<file path="config.mk">
export PLATFORM = sky130hd
export DESIGN_NAME = prog_loader
export DESIGN_NICKNAME = d
export VERILOG_FILES = /design/src/rtl/eight_bit_pkg.sv /design/src/rtl/prog_loader.sv
export SDC_FILE = /design/constraint.sdc
export NUM_CORES = 1
export LEC_CHECK = 0
export CORE_MARGIN = 2
export CORE_UTILIZATION = 45
export CTS_BUF_LIST = sky130_fd_sc_hd__clkbuf_16
export CTS_CLUSTER_DIAMETER = 200
export DETAILED_ROUTE_END_ITERATION = 16
export HOLD_SLACK_MARGIN = 0.12
export PLACE_DENSITY = 0.77
export SLEW_MARGIN = 15
export SYNTH_ARGS = -nofsm -noshare
export SYNTH_HDL_FRONTEND = slang
export SYNTH_SLANG_ARGS = --single-unit
</file>
<file path="constraint.sdc">
create_clock -name fastClk -period 5.6 [get_ports fastClk]
set_clock_uncertainty 0.05 [all_clocks]
set_input_delay 0.56 -clock fastClk [delete_from_list [all_inputs] [get_ports fastClk]]
set_output_delay 0.56 -clock fastClk [all_outputs]
set_load 0.01 [all_outputs]
</file>
<file path="src/rtl/eight_bit_pkg.sv">
// Shared types and sizing constants for the 8-bit CPU program-loading path.
package eight_bit_pkg;

    typedef enum logic [2:0] {
        IDLE  = 3'd0,
        LOAD  = 3'd1,
        CHECK = 3'd2,
        DONE  = 3'd3,
        ERR   = 3'd4
    } loader_state_t;

    localparam int RAM_DEPTH  = 16;
    localparam int RAM_ADDR_W = 4;
    localparam int BUS_W      = 8;

endpackage

</file>
<file path="src/rtl/prog_loader.sv">
// Streams DEPTH bytes into the program RAM, verifies a trailing checksum byte,
// and only releases the CPU once the whole image checks out.
module prog_loader
    import eight_bit_pkg::*;
#(
    parameter int DEPTH  = RAM_DEPTH,
    parameter int ADDR_W = RAM_ADDR_W,
    parameter int DATA_W = BUS_W
) (
    input  logic              fastClk,
    input  logic              rst,
    input  logic              start,
    input  logic              abort,
    input  logic              in_valid,
    input  logic [DATA_W-1:0] in_data,
    output logic              in_ready,
    output logic              ram_we,
    output logic [ADDR_W-1:0] ram_addr,
    output logic [DATA_W-1:0] ram_wdata,
    output logic              prog_mode,
    output logic              cpu_run,
    output logic              done,
    output logic              err,
    output logic [ADDR_W:0]   byte_count
);

    localparam int CNT_W = ADDR_W + 1;
    localparam logic [CNT_W-1:0] LAST_DATA = CNT_W'(DEPTH - 1);

    loader_state_t     state_q, state_d;
    logic [ADDR_W-1:0] addr_q, addr_d;
    logic [CNT_W-1:0]  count_q, count_d;
    logic [DATA_W-1:0] acc_q, acc_d;
    logic              ram_we_q, ram_we_d;
    logic [ADDR_W-1:0] ram_addr_q, ram_addr_d;
    logic [DATA_W-1:0] ram_wdata_q, ram_wdata_d;
    logic              prog_mode_q, prog_mode_d;
    logic              cpu_run_q, cpu_run_d;
    logic              done_q, done_d;
    logic              err_q, err_d;
    logic              xfer_s;
    logic [DATA_W-1:0] sum_s;

    // Abort blocks the handshake in the same cycle so no byte is lost mid-abort.
    assign in_ready = ((state_q == LOAD) || (state_q == CHECK)) && !abort;
    assign xfer_s   = in_valid && in_ready;

    // Next-state, datapath and registered-output decode.
    always_comb begin
        state_d     = state_q;
        addr_d      = addr_q;
        count_d     = count_q;
        acc_d       = acc_q;
        ram_we_d    = 1'b0;
        ram_addr_d  = ram_addr_q;
        ram_wdata_d = ram_wdata_q;
        sum_s       = acc_q + in_data;

        if (abort) begin
            state_d = IDLE;
        end else begin
            case (state_q)
                IDLE, DONE, ERR: begin
                    if (start) begin
                        state_d = LOAD;
                        addr_d  = {ADDR_W{1'b0}};
                        count_d = {CNT_W{1'b0}};
                        acc_d   = {DATA_W{1'b0}};
                    end else begin
                        state_d = state_q;
                    end
                end
                LOAD: begin
                    if (xfer_s) begin
                        ram_we_d    = 1'b1;
                        ram_addr_d  = addr_q;
                        ram_wdata_d = in_data;
                        addr_d      = addr_q + ADDR_W'(1);
                        count_d     = count_q + CNT_W'(1);
                        acc_d       = sum_s;
                        if (count_q == LAST_DATA) begin
                            state_d = CHECK;
                        end else begin
                            state_d = LOAD;
                        end
                    end else begin
                        state_d = LOAD;
                    end
                end
                CHECK: begin
                    // The checksum byte is never written; it must bring the sum to zero.
                    if (xfer_s) begin
                        if (sum_s == {DATA_W{1'b0}}) begin
                            state_d = DONE;
                        end else begin
                            state_d = ERR;
                        end
                    end else begin
                        state_d = CHECK;
                    end
                end
                default: begin
                    state_d = IDLE;
                end
            endcase
        end

        prog_mode_d = (state_d != DONE);
        cpu_run_d   = (state_d == DONE);
        done_d      = (state_d == DONE);
        err_d       = (state_d == ERR);
    end

    // State and output registers with synchronous active-low reset.
    always_ff @(posedge fastClk) begin
        if (!rst) begin
            state_q     <= IDLE;
            addr_q      <= {ADDR_W{1'b0}};
            count_q     <= {CNT_W{1'b0}};
            acc_q       <= {DATA_W{1'b0}};
            ram_we_q    <= 1'b0;
            ram_addr_q  <= {ADDR_W{1'b0}};
            ram_wdata_q <= {DATA_W{1'b0}};
            prog_mode_q <= 1'b1;
            cpu_run_q   <= 1'b0;
            done_q      <= 1'b0;
            err_q       <= 1'b0;
        end else begin
            state_q     <= state_d;
            addr_q      <= addr_d;
            count_q     <= count_d;
            acc_q       <= acc_d;
            ram_we_q    <= ram_we_d;
            ram_addr_q  <= ram_addr_d;
            ram_wdata_q <= ram_wdata_d;
            prog_mode_q <= prog_mode_d;
            cpu_run_q   <= cpu_run_d;
            done_q      <= done_d;
            err_q       <= err_d;
        end
    end

    assign ram_we     = ram_we_q;
    assign ram_addr   = ram_addr_q;
    assign ram_wdata  = ram_wdata_q;
    assign prog_mode  = prog_mode_q;
    assign cpu_run    = cpu_run_q;
    assign done       = done_q;
    assign err        = err_q;
    assign byte_count = count_q;

endmodule

</file>
==> reports/metrics.yaml <==
hold_viol: 0
synth.distinct_cells: 40
grt_start_max_net_pins: 21
synth-seq-cells: 36
grt_pass1_vias: 1391
required_ns: 5.73
antenna_cells: 0
fin_cells: 287
rows: 22
startpoint: "in_data[0]"
die-width_um: 66.8
dp_hpwl_mm: 2.87
clk_pin_slew_ns: 0.06
globalplace.congestion: 0.971
worst_setup_path_end_kind: "flip-flop"
max_freq_ghz: 0.378
max-slew-margin-rel_pct: 50.5
seqCellArea_um2: 721
setup_violations: 0
routed_wl_mm: 3.84
worstPathArrival_ns: 2.77
die_h_um: 66.8
grt_usage_pct: 19.1
portBuffers: 35
synth_warnings: 0
fp.coreArea_um2: 3720
synth_nets: 226
hold_ws_ns: 0.414
cts_made_buffers: 5
power_density_nw_per_um2: 249
synthCells: 202
ys.flop_type: "dfxtp_1"
drive_above_1_share_pct: 4.60
cts_tree: "built"
rsz0062_at_grt: "no"
netlist_area_um2: 1780
vias_per_cell: 5.25
startpoint_type: "input pin"
seq_area_frac_synth_pct: 40.6
maxSlewViolCount: 0
layout_min_cycle_time_ns: 2.65
worstPathMaxFanout: 5
filler_cell_count: 327
total_power_mw: 0.572
synthArstFlopShare_pct: 0
cts_max_path_buffers: 2
cpPeakStageDelay_ns: 0.49
tns_ns: 0
synth_edf_count: 0
drtPass1Iterations: 4
synthDominantCellAreaShare_pct: 40.6
multi_input_area_um2: 997
clock-sinks: 36
worst_pin_slew_ns: 0.741
cts-root-buf: "clkbuf_16"
outcome: "completed"
vias: 1507
areaGrowthSynthToFinish_pct: 29.5
post_cts_resized: 0
holdCritStartpoint: "ram_addr[0]$_SDFFE_PN0P_"
routedWlPerCell_um: 13.4
synth_area_leaders: "dfxtp_1 41%, nand2_1 8.7%, ha_1 7.0%"
dp_worst_setup_slack_ns: 2.69
place_inst: 279
path_cells: "clkdlybuf4s50_1 > ha_1 > inv_1 > fa_1 > nor2b_1 > o22a_1 > xor2_1 > nor4_1 > and3_1 > a22o_1"
yosysTopAreaCell: "dfxtp_1"
r2r-start: "state_q[0]$_SDFF_PN0_"
min_period_over_period_pct: 47.3
power.leakage_nw: 0.942
drt-initial-drc-count: 40
die-area_um2: 4460
post-synth-top-count-cell: "nand2_1"
antenna_found_initial: 0
hp-class: "flip-flop to flip-flop"
cpMaxStageDelayCell: "clkdlybuf4s50_1"
worstSkewPairLatency_ns: 0.28
htreeDepth: 2
cts_hold_buf: 0
postCtsSetupBuffers: 0
synth_area_per_cell_um2: 8.79
grt-ovfl-total: 0
drc: 0
ys_top_cells_by_count: "41 x nand2_1, 36 x dfxtp_1, 14 x a21boi_0, 11 x nor2_1, 11 x o21ai_0"
critical_path_class: "input pin to flip-flop"
max_cap_violations: 0
nets: 262
grt_pass1_wl_mm: 6.18
ir_worst_vdd_mv: 0.196
postRouteAntennaNets: 0
start_util_pct: 47.8
ios: 36
timing.final.ws_setup_ns: 2.95
## worst max-delay path: cells and delay by family
| family | cells | cell delay [ns] |
|---|---|---|
| adders and majority gates | 2 | 0.57 |
| buffers and inverters | 2 | 0.54 |
| and+or+nand+nor | 3 | 0.47 |
| AOI/OAI and AO/OA | 2 | 0.43 |
| xor gates and xnor gates | 1 | 0.20 |
## worst paths after layout
| kind | end | slack (ns) | cells past startpoint |
|---|---|---|---|
| worst max-delay path | state_q[0]$_SDFF_PN0_ | 2.95 | 10 |
| worst min register to register | ram_addr[0]$_SDFFE_PN0P_ | 0.41 | 2 |
| worst min-delay path | ram_addr[0]$_SDFFE_PN0P_ | 0.41 | 2 |
| worst max register to register | prog_mode$_SDFF_PN1_ | 3.23 | 6 |
## metrics by stage
| stage | utilization [%] | instance area (um^2) |
|---|---|---|
| 4_1_cts | 61.9 | 2300 |
| 5_1_grt | 61.9 | 2300 |
| 2_1_floorplan | - | 1780 |
| 6_report | 61.9 | 2300 |
| 3_3_place_gp | 58.1 | 2160 |
| 3_5_place_dp | 58.1 | 2160 |
## report_power, final
| part | switching, mW | internal, mW | leakage, nW | total (mW) |
|---|---|---|---|---|
| registers | 0.00179 | 0.259 | 0.290 | 0.261 |
| logic | 0.0259 | 0.0233 | 0.582 | 0.0492 |
| clock network | 0.101 | 0.161 | 0.0687 | 0.262 |
## layout make-up
type                       count  share of cell area [%]
clock inverter                 3                   0.653
multi-input combinational    152                    43.4
inverter                       8                    1.31
sequential                    36                    31.4
tap                           48                    2.61
clock buffer                   5                    5.44
timing repair buffer          35                    15.2
## cell usage in the layout (no fill, tap or decap), types with 2 or more instances in the layout
cell type | Yosys | layout
a211oi_1 | 2 | 2
a21boi_0 | 14 | 14
a21o_1 | 2 | 2
a21oi_1 | 3 | 3
a22o_1 | 7 | 7
and3_1 | 3 | 3
clkbuf_16 | 0 | 5
clkdlybuf4s50_1 | 0 | 35
dfxtp_1 | 36 | 36
ha_1 | 10 | 10
inv_1 | 8 | 9
nand2_1 | 41 | 41
nand2b_1 | 2 | 2
nand3_1 | 2 | 2
nand4_1 | 3 | 3
nor2_1 | 11 | 11
nor2b_1 | 8 | 8
nor3b_1 | 3 | 3
o211a_1 | 3 | 3
o21ai_0 | 11 | 11
xor2_1 | 9 | 9
## routing by layer
layer  global-route usage (%)  share of wire, %  vias to the layer above
met5                        0                 0                        -
met3                     5.74               4.6                        6
met1                     21.9                46                      693
met4                     9.95               2.1                        0
li1                         -                 -                      779
met2                     31.8                47                       29
## sequential cells by signal, summed over array words and instances, names as in the netlist
register and cells:
ram_we 1, err 1, ram_addr 4, acc_q 8
state_q 3, addr_q 4, prog_mode 1, ram_wdata 8
done 1, byte_count 5
## logic make-up (layout without fill, tap and decap cells)
| kind of cell | after synthesis | after routing | synth area share, % |
|---|---|---|---|
| flip-flops | 36 | 36 | 40.6 |
| adder cells (fa/ha/maj) | 11 | 11 | 8.17 |
| buffers and inverters | 14 | 51 | 3.24 |
| XOR/XNOR | 9 | 9 | 4.44 |
| AO/OA/AOI/OAI | 51 | 51 | 20.9 |
| AND/OR/NAND/NOR | 81 | 81 | 22.6 |
Power figures use the tool's default switching activity.
